--- src/rtl/evm_pkg.sv ---
// ----------------------------------------------------------------------------
// evm_pkg
// Shared types and constants for the EVM ballot controller slice.
//   - ballot_state_t : station sequencing states
//   - NUM_CAND       : number of candidate buttons / vote lines
//   - CAND_1..CAND_4 : candidate one-hot codes as seen on vote_pulse
//   - cand_count     : number of set bits in a candidate vector
//   - is_onehot      : exactly one candidate bit set
// ----------------------------------------------------------------------------
package evm_pkg;

    localparam int NUM_CAND = 4;

    typedef enum logic [2:0] {
        ST_IDLE    = 3'd0,
        ST_WAIT    = 3'd1,
        ST_ARMED   = 3'd2,
        ST_CAST    = 3'd3,
        ST_RELEASE = 3'd4,
        ST_DONE    = 3'd5
    } ballot_state_t;

    localparam logic [NUM_CAND-1:0] CAND_1 = 4'b0001;
    localparam logic [NUM_CAND-1:0] CAND_2 = 4'b0010;
    localparam logic [NUM_CAND-1:0] CAND_3 = 4'b0100;
    localparam logic [NUM_CAND-1:0] CAND_4 = 4'b1000;

    // Population count of a candidate vector (0..NUM_CAND fits in 3 bits).
    function automatic logic [2:0] cand_count(input logic [NUM_CAND-1:0] v);
        logic [2:0] cnt;
        cnt = 3'd0;
        for (int i = 0; i < NUM_CAND; i++) begin
            cnt = cnt + {2'b00, v[i]};
        end
        return cnt;
    endfunction

    function automatic logic is_onehot(input logic [NUM_CAND-1:0] v);
        return (cand_count(v) == 3'd1);
    endfunction

endpackage

--- src/rtl/evm_btn_sampler.sv ---
// ----------------------------------------------------------------------------
// evm_btn_sampler
// Registers the candidate button levels and derives the press qualifiers the
// ballot FSM needs.
//   clk, reset : clock, asynchronous active-low reset
//   btn        : raw candidate button levels (synchronous to clk)
//   btn_q      : btn delayed by one cycle
//   press      : rising edges, btn & ~btn_q
//   multi      : two or more buttons currently held
//   any        : at least one button currently held
// ----------------------------------------------------------------------------
module evm_btn_sampler
    import evm_pkg::*;
(
    input  logic                clk,
    input  logic                reset,
    input  logic [NUM_CAND-1:0] btn,
    output logic [NUM_CAND-1:0] btn_q,
    output logic [NUM_CAND-1:0] press,
    output logic                multi,
    output logic                any
);

    // Previous-cycle button snapshot for edge detection.
    always_ff @(posedge clk or negedge reset) begin
        if (!reset) begin
            btn_q <= {NUM_CAND{1'b0}};
        end else begin
            btn_q <= btn;
        end
    end

    assign press = btn & ~btn_q;
    assign multi = (cand_count(btn) >= 3'd2);
    assign any   = (btn != {NUM_CAND{1'b0}});

endmodule

--- src/rtl/evm_ballot_controller.sv ---
// ----------------------------------------------------------------------------
// evm_ballot_controller
// Single voting station sequencer in front of the EVM vote counter. Gates the
// candidate buttons behind an officer-issued ballot, allows one vote per
// ballot, rejects multi-button and unsolicited presses, voids idle ballots
// after TIMEOUT_CYCLES and handles poll open/close.
//   clk, reset    : clock, asynchronous active-low reset
//   poll_open     : pulse, opens the poll from IDLE
//   poll_close    : pulse, requests close (takes effect at a safe point)
//   ballot_req    : pulse, officer issues one ballot (WAIT only)
//   btn           : candidate button levels
//   vote_pulse    : one-cycle one-hot accepted vote
//   ballot_ready  : voter lamp, ballot armed
//   station_free  : officer lamp, ballot may be issued
//   reject        : one-cycle illegal-press pulse
//   timeout       : one-cycle armed-ballot expiry pulse
//   total_votes   : saturating count of accepted votes since poll open
//   results_valid : poll closed
// ----------------------------------------------------------------------------
module evm_ballot_controller
    import evm_pkg::*;
#(
    parameter int TIMEOUT_CYCLES = 1000,
    parameter int TOTAL_W        = 16
) (
    input  logic                clk,
    input  logic                reset,
    input  logic                poll_open,
    input  logic                poll_close,
    input  logic                ballot_req,
    input  logic [NUM_CAND-1:0] btn,
    output logic [NUM_CAND-1:0] vote_pulse,
    output logic                ballot_ready,
    output logic                station_free,
    output logic                reject,
    output logic                timeout,
    output logic [TOTAL_W-1:0]  total_votes,
    output logic                results_valid
);

    localparam int TIMER_W = (TIMEOUT_CYCLES > 1) ? $clog2(TIMEOUT_CYCLES) : 1;
    localparam logic [TIMER_W-1:0] TIMER_LOAD = TIMER_W'(TIMEOUT_CYCLES - 1);
    localparam logic [TIMER_W-1:0] TIMER_ZERO = {TIMER_W{1'b0}};
    localparam logic [TIMER_W-1:0] TIMER_ONE  = {{(TIMER_W-1){1'b0}}, 1'b1};
    localparam logic [TOTAL_W-1:0] TOTAL_ZERO = {TOTAL_W{1'b0}};
    localparam logic [TOTAL_W-1:0] TOTAL_ONE  = {{(TOTAL_W-1){1'b0}}, 1'b1};
    localparam logic [TOTAL_W-1:0] TOTAL_MAX  = {TOTAL_W{1'b1}};

    ballot_state_t       state_r;
    logic [TIMER_W-1:0]  timer_r;
    logic                close_pending_r;

    ballot_state_t       state_nxt_s;
    logic [TIMER_W-1:0]  timer_nxt_s;
    logic                close_pending_nxt_s;
    logic [TOTAL_W-1:0]  total_nxt_s;
    logic [NUM_CAND-1:0] vote_nxt_s;
    logic                reject_nxt_s;
    logic                timeout_nxt_s;

    // The delayed button vector is only needed inside the sampler; kept as a
    // named net so it stays visible for debug.
    logic [NUM_CAND-1:0] btn_q_unused_s;
    logic [NUM_CAND-1:0] press_s;
    logic                multi_s;
    logic                any_s;

    evm_btn_sampler u_btn_sampler (
        .clk   (clk),
        .reset (reset),
        .btn   (btn),
        .btn_q (btn_q_unused_s),
        .press (press_s),
        .multi (multi_s),
        .any   (any_s)
    );

    // Next-state, timer, counter and output-pulse decode.
    always_comb begin
        state_nxt_s   = state_r;
        timer_nxt_s   = timer_r;
        total_nxt_s   = total_votes;
        vote_nxt_s    = {NUM_CAND{1'b0}};
        reject_nxt_s  = 1'b0;
        timeout_nxt_s = 1'b0;

        // A close request is remembered until the station reaches a point
        // where it can stop without losing a vote in flight.
        if (poll_close && (state_r != ST_IDLE) && (state_r != ST_DONE)) begin
            close_pending_nxt_s = 1'b1;
        end else begin
            close_pending_nxt_s = close_pending_r;
        end

        case (state_r)
            ST_IDLE: begin
                reject_nxt_s = |press_s;
                if (poll_open) begin
                    state_nxt_s         = ST_WAIT;
                    total_nxt_s         = TOTAL_ZERO;
                    close_pending_nxt_s = 1'b0;
                end else begin
                    state_nxt_s = ST_IDLE;
                end
            end

            ST_WAIT: begin
                if (close_pending_r) begin
                    state_nxt_s = ST_DONE;
                end else begin
                    reject_nxt_s = |press_s;
                    if (ballot_req) begin
                        state_nxt_s = ST_ARMED;
                        timer_nxt_s = TIMER_LOAD;
                    end else begin
                        state_nxt_s = ST_WAIT;
                    end
                end
            end

            ST_ARMED: begin
                if (timer_r != TIMER_ZERO) begin
                    timer_nxt_s = timer_r - TIMER_ONE;
                end else begin
                    timer_nxt_s = timer_r;
                end
                // Priority: close, multi-press, valid press, expiry.
                if (close_pending_r) begin
                    state_nxt_s = ST_DONE;
                end else if (multi_s) begin
                    reject_nxt_s = 1'b1;
                end else if (is_onehot(press_s)) begin
                    state_nxt_s = ST_CAST;
                    vote_nxt_s  = press_s;
                end else if (timer_r == TIMER_ZERO) begin
                    state_nxt_s   = ST_WAIT;
                    timeout_nxt_s = 1'b1;
                end else begin
                    state_nxt_s = ST_ARMED;
                end
            end

            ST_CAST: begin
                // vote_pulse is already high this cycle; count it and move on.
                if (total_votes != TOTAL_MAX) begin
                    total_nxt_s = total_votes + TOTAL_ONE;
                end else begin
                    total_nxt_s = total_votes;
                end
                state_nxt_s = ST_RELEASE;
            end

            ST_RELEASE: begin
                if (close_pending_r) begin
                    state_nxt_s = ST_DONE;
                end else if (!any_s) begin
                    state_nxt_s = ST_WAIT;
                end else begin
                    state_nxt_s = ST_RELEASE;
                end
            end

            ST_DONE: begin
                reject_nxt_s = |press_s;
                state_nxt_s  = ST_DONE;
            end

            default: begin
                state_nxt_s = ST_IDLE;
            end
        endcase
    end

    // State, bookkeeping and registered outputs; lamps follow the next state
    // so they are valid in the same cycle the state is.
    always_ff @(posedge clk or negedge reset) begin
        if (!reset) begin
            state_r         <= ST_IDLE;
            timer_r         <= TIMER_ZERO;
            close_pending_r <= 1'b0;
            vote_pulse      <= {NUM_CAND{1'b0}};
            ballot_ready    <= 1'b0;
            station_free    <= 1'b0;
            reject          <= 1'b0;
            timeout         <= 1'b0;
            total_votes     <= TOTAL_ZERO;
            results_valid   <= 1'b0;
        end else begin
            state_r         <= state_nxt_s;
            timer_r         <= timer_nxt_s;
            close_pending_r <= close_pending_nxt_s;
            vote_pulse      <= vote_nxt_s;
            ballot_ready    <= (state_nxt_s == ST_ARMED);
            station_free    <= (state_nxt_s == ST_WAIT);
            reject          <= reject_nxt_s;
            timeout         <= timeout_nxt_s;
            total_votes     <= total_nxt_s;
            results_valid   <= (state_nxt_s == ST_DONE);
        end
    end

endmodule

--- config.mk ---
export PLATFORM = sky130hd
export DESIGN_NAME = evm_ballot_controller
export DESIGN_NICKNAME = d
export VERILOG_FILES = /design/src/rtl/evm_pkg.sv /design/src/rtl/evm_btn_sampler.sv /design/src/rtl/evm_ballot_controller.sv
export SDC_FILE = /design/constraint.sdc
export NUM_CORES = 1
export LEC_CHECK = 0
export ABC_AREA = 1
export CAP_MARGIN = 20
export CORE_MARGIN = 5
export CORE_UTILIZATION = 55
export CTS_BUF_LIST = sky130_fd_sc_hd__clkbuf_16
export DETAILED_ROUTE_END_ITERATION = 10
export GPL_TIMING_DRIVEN = 0
export PLACE_DENSITY_LB_ADDON = 0.25
export SYNTH_ARGS = -nofsm -noshare
export SYNTH_HDL_FRONTEND = slang
export SYNTH_SLANG_ARGS = --single-unit
export TNS_END_PERCENT = 5
--- constraint.sdc ---
create_clock -name clk -period 3.3 [get_ports clk]
set_clock_uncertainty 0.2 [all_clocks]
set_input_delay 0.66 -clock clk [delete_from_list [all_inputs] [get_ports clk]]
set_output_delay 0.66 -clock clk [all_outputs]
set_load 0.005 [all_outputs]
-- Word-level counts from Yosys, hierarchy flattened
Cells that the tools add are included.
- register bits: 43
- word-level logic and storage cells: 84
- output and inout port bits: 25
- add/subtract/negate cells: 8
- reductions and logical operators: 13
- equality and inequality tests: 16
- bitwise gates (word level): 2
- magnitude comparators: 1
- muxes and demuxes: 33
- operators by type and width (operator ; number):
    $mux W16 ; 2
    $pmux W16 S2 ; 1
    $mux W10 ; 3
    $pmux W10 S2 ; 1
    $pmux W3 S6 ; 1
    $add A16 B1 Y16 const B ; 1
    $mux W4 ; 4
    $ne A16 B16 Y1 const B ; 1
    $mux W3 ; 5
    $mux W1 ; 12
    $logic_not A10 Y1 ; 1
    $ne A2 B2 Y1 const B ; 5
    $reduce_bool A10 Y1 ; 1
    $sub A10 B1 Y10 const B ; 1
    $add A3 B1 Y3 ; 3
    $eq A3 B1 Y1 const B ; 3
    $eq A3 B2 Y1 const B ; 3
    $eq A3 B3 Y1 const B ; 3
    $mux W2 ; 3
    $add A1 B1 Y2 ; 2
    $and A4 B4 Y4 ; 1
    $not A4 Y4 ; 1
    $reduce_and A4 Y1 ; 1
    $reduce_bool A2 Y1 ; 2
    other kinds (11) ; 12

-- Longest topological paths before layout
- depth after elaboration: 11
- gate-level depth with buffers: 15
- mapped depth without buffers: 15

-- Cells and area by module
From an unflattened synthesis, not the netlist that was laid out.
- cell total of the unflattened synthesis: 323
- area total of the unflattened synthesis: 2434.8 um^2
- by module, submodules not included (module ; sequential area each (um^2) ; area each (um^2) ; instances ; cells an instance):
    evm_ballot_controller ; 975.9 ; 2250.9 ; 1 ; 305
    evm_btn_sampler ; 100.1 ; 183.9 ; 1 ; 18

-- Worst setup path after synthesis
Ideal clock, no wire load.
- path kind: input to register
- from: in btn[0]
- to: reg station_free
- stages on the path: 15
- data required time: 3.028 ns
- setup slack: 0.412 ns
- path buffers: 0
- data arrival time: 2.616 ns
- path through: inv_1 or2_2 fa_1 inv_1 ha_1 ha_1 nor2_1 nand2_1 nor2_1 nor2_1 nand2_1 nand2_1 nand2_1 nand2_1 nor2_1
- cells in the longest elaborated chain, start to end: 10
- elaborated cells on any way between the ends: 17
- those cells by class: add/sub (6); order compare (1); eq/ne (2); mux (6); bitwise (1); reduce/logical (1)
- RTL lines (item ; RTL line ; RTL):
    from (decl) ; evm_ballot_controller.sv:31 ; input logic [NUM_CAND-1:0] btn,
    $and A4 B4 Y4 ; evm_btn_sampler.sv:33 ; assign press = btn & ~btn_q;
    $add A1 B1 Y2 ; evm_pkg.sv:33 ; cnt = cnt + {2'b00, v[i]};
    $add A2 B1 Y3 ; evm_pkg.sv:33 ;
    $add A3 B1 Y3 ; evm_pkg.sv:33 ;
    $eq A3 B1 Y1 ; evm_pkg.sv:39 ; return (cand_count(v) == 3'd1);
    $mux W2 ; evm_ballot_controller.sv:132 ; end else if (is_onehot(press_s)) begin
    $mux W3 ; evm_ballot_controller.sv:130 ; end else if (multi_s) begin
    $mux W3 ; evm_ballot_controller.sv:128 ; if (close_pending_r) begin
    $pmux W3 S6 * ; evm_ballot_controller.sv:95 ; case (state_r)
    named net state_nxt_s[0] ; evm_ballot_controller.sv:53 ; ballot_state_t state_nxt_s;
    $eq A3 B1 Y1 * ; evm_ballot_controller.sv:194 ; station_free <= (state_nxt_s == ST_WAIT);
    to (signal assigned) ; evm_ballot_controller.sv:194 ;
    to (decl) ; evm_ballot_controller.sv:34 ; output logic station_free,
Mark *: on every way through the listed nets, which the timed path passes. The rest lies on a longest branch.
A chain may end at the register's enable or synchronous reset.

-- Worst setup path after layout
- from: in btn[1]
- to: reg station_free
- cells in the longest elaborated chain, start to end: 10
- elaborated cells on any way between the ends: 17
- those cells by class: add/sub (6); order compare (1); eq/ne (2); mux (6); bitwise (1); reduce/logical (1)
- RTL lines (item ; RTL line):
    $and A4 B4 Y4 ; evm_btn_sampler.sv:33
    $add A1 B1 Y2 ; evm_pkg.sv:33
    $add A2 B1 Y3 ; evm_pkg.sv:33
    $add A3 B1 Y3 ; evm_pkg.sv:33
    $eq A3 B1 Y1 ; evm_pkg.sv:39
    $mux W2 ; evm_ballot_controller.sv:132
    $mux W3 ; evm_ballot_controller.sv:130
    $mux W3 ; evm_ballot_controller.sv:128
    $pmux W3 S6 * ; evm_ballot_controller.sv:95
    $eq A3 B1 Y1 * ; evm_ballot_controller.sv:194
Mark *: on every way between the ends. The rest lies on a longest branch, timed or not.

==> flow_summary.json <==
{
  "status": "finished, final reports clean",
  "wl_per_cell_um": 13.3,
  "firstDrtPassIters": 4,
  "relSlewSlack": 0.643,
  "power_leakage_nw": 1.47,
  "seqPwrFrac": 0.498,
  "p_sw_frac": 0.221,
  "critPathSlowestCell": "fa_1",
  "antenna_found_initial": 0,
  "path_buf_inv": 3,
  "synth_commonest_cells": "nand2_1 (87), nor2_1 (44), dfrtp_1 (43)",
  "ir_drop_uv": 281,
  "rsz0062_at_grt": "no",
  "routed_wl_um": 5570,
  "ys_seq_area_frac": 0.436,
  "clk_latency_ns": 0.29,
  "synth-main-ff-cell": "dfrtp_1",
  "place_area_um2": 2880,
  "grt_pass1_vias": 2247,
  "synth_area_leaders": "dfrtp_1 (44%), nand2_1 (13%), nand3_1 (6.7%)",
  "slowest_delay_ns": 0.50,
  "die_x_um": 77.0,
  "pin_count": 34,
  "finalHoldViolCount": 0,
  "yosysWarnings": 0,
  "max-cap-violations": 0,
  "area_growth_pct": 23.7,
  "r2r_start": "u_btn_sampler.btn_q[0]$_DFF_PN0_",
  "r2r_slack_ns": 0.59,
  "post_cts_buffers": 0,
  "avgSynthCellArea_um2": 7.56,
  "rows": 24,
  "post-route-period-util": 0.881,
  "drcViolationCount": 0,
  "p_clk_frac": 0.452,
  "cts-root-buf": "clkbuf_16",
  "cts-buffers-inserted": 5,
  "maxSlewViolCount": 0,
  "netlist_area_um2": 2470,
  "synth_edf_count": 0,
  "crit_required_ns": 3.31,
  "multi_input_area_um2": 1220,
  "initial_core_util": 0.566,
  "grt.overflow.total": 0,
  "cts-htree-levels": 2,
  "cp_cell_sequence": "dlymetal6s2s_1 -> inv_1 -> or2_4 -> fa_1 -> inv_1 -> ha_1 -> ha_1 -> nor2_1 -> nand2_1 -> nand4_1 -> a21oi_2 -> nand2_1 -> nor2_1",
  "drt_iter0_drc": 135,
  "final_area_um2": 3050,
  "fin_nets": 386,
  "fmax_ghz": 0.344,
  "clock_sinks": 43,
  "synth_fp_nets": 345,
  "critPathKind": "primary input to flip-flop",
  "synth_most_common_cell": "nand2_1",
  "min_path_type": "primary input to async pin",
  "die_area_um2": 5920,
  "power.density_nw_per_um2": 350,
  "comb_power_share": 0.050,
  "vias": 2241,
  "post-dp-hpwl_um": 3980,
  "coreArea_um2": 4350,
  "yosysTopAreaCell": "dfrtp_1",
  "antenna_cells": 0,
  "synth-async-reset-ratio": 1.00,
  "grt_use_total": 0.197,
  "die_h_um": 77.0,
  "grt_pass1_wl_um": 9840,
  "register_area_um2": 1080,
  "synth_seq_cells": 43,
  "drive_gt1_frac": 0.0978,
  "worst_setup_path_end_kind": "flip-flop",
  "fin_tns_setup_ns": 0,
  "cts_tree": "built",
  "cp-start-kind": "primary input",
  "place.gp.congestion": 0.867,
  "grt_max_degree": 23,
  "critPathArrivalTime_ns": 2.92,
  "dp.cells": 412,
  "clock_path_buffers": 2,
  "crit_family": "adder cells",
  "syn_inst": 326,
  "crit_start": "btn[1]",
  "finalSetupViolCount": 0,
  "tightest_slew_ns": 0.535,
  "p_switching_mw": 0.236,
  "fin_cells": 420,
  "num-fill-cells": 352,
  "period_minus_slack_ns": 2.91,
  "antenna_left": 0,
  "p_int_mw": 0.832,
  "port_buffers": 33,
  "synthDistinctLibCells": 25,
  "critPathMaxFanout": 3,
  "via_per_inst": 5.34,
  "path_clk_slew_ns": 0.06,
  "synth_top_area_frac": 0.436
}
layout make-up:
type,instances,share of cell area
Buffer,4,0.0103
Clock buffer,5,0.0410
Clock inverter,3,0.00656
Inverter,40,0.0492
Multi-Input combinational cell,239,0.401
Sequential cell,43,0.353
Tap cell,52,0.0213
Timing Repair Buffer,34,0.118
placed cells by master (no fill, tap or decap), drive strengths merged, types with 3 or more instances in the layout:
cell | Yosys | layout
a21oi | 3 | 3
buf | 4 | 6
or2 | 4 | 4
nand3 | 34 | 34
nor2 | 46 | 46
inv | 40 | 40
dfrtp | 43 | 43
ha | 9 | 9
nor3 | 5 | 5
xor2 | 11 | 11
nand4 | 7 | 7
o21ai | 27 | 27
dlymetal6s2s | 0 | 3
clkbuf | 0 | 5
clkdlybuf4s50 | 0 | 29
nand2 | 89 | 89
cell families (layout without fill, tap and decap cells):
kind of cell | Yosys count | after routing | share of synthesized area
AOI/OAI and AO/OA | 32 | 32 | 0.0700
xor gates and xnor gates | 11 | 11 | 0.0391
adders and majority gates | 10 | 10 | 0.0538
buffers and inverters | 44 | 86 | 0.0736
DFF | 43 | 43 | 0.436
and+or+nand+nor | 186 | 186 | 0.327
power groups by stage:
stage          combinational, mW  sequential, mW  clock, mW
6_report                  0.0534           0.532      0.483
5_1_grt                   0.0609           0.532      0.515
4_1_cts                   0.0536           0.531      0.492
3_5_place_dp              0.0529           0.541          0
3_3_place_gp              0.0474           0.541          0
2_1_floorplan             0.0201           0.541          0
registers in the layout, summed over array words and instances (netlist names):
signal,cells
ballot_ready,1
timeout,1
station_free,1
total_votes,16
timer_r,10
close_pending_r,1
results_valid,1
state_r,3
u_btn_sampler.btn_q,4
vote_pulse,4
reject,1
what timing repair did:
item	in CTS	in global routing
pin swaps	0	4
setup endpoints to repair	2	3
hold buffers	0	0
gates resized for setup	3	5
final timing paths:
path	to	cells after the start
setup / recovery	station_free$_DFF_PN0_	13
max in group asynchronous	timer_r[7]$_DFFE_PN0P_	2
hold reg to reg	timer_r[7]$_DFFE_PN0P_	2
min in group clk	timer_r[7]$_DFFE_PN0P_	2
setup reg to reg	station_free$_DFF_PN0_	11
hold / removal	vote_pulse[0]$_DFF_PN0_	1
metal layers:
| layer | wire length [um] | GRT usage | vias up | share of wire |
|---|---|---|---|---|
| li1 | - | - | 1124 | - |
| met1 | 2380 | 0.242 | 1043 | 0.43 |
| met2 | 2800 | 0.344 | 60 | 0.50 |
| met3 | 261 | 0.0293 | 14 | 0.047 |
| met4 | 124 | 0.0804 | 0 | 0.022 |
| met5 | 0 | 0 | - | 0 |
metrics by stage:
step	utilization	worst slack, ns	total power, mW	hold slack [ns]
final	0.701	0.393	1.07	0.153
after global routing	0.701	0.249	1.11	0.196
after CTS	0.698	0.0291	1.08	0.164
after detailed placement	0.662	-0.344	0.594	0.274
after global placement	0.657	-0.287	0.588	0.268
after floorplan	-	0.412	0.561	0.164
No activity file was read; power rests on OpenSTA's default activity.
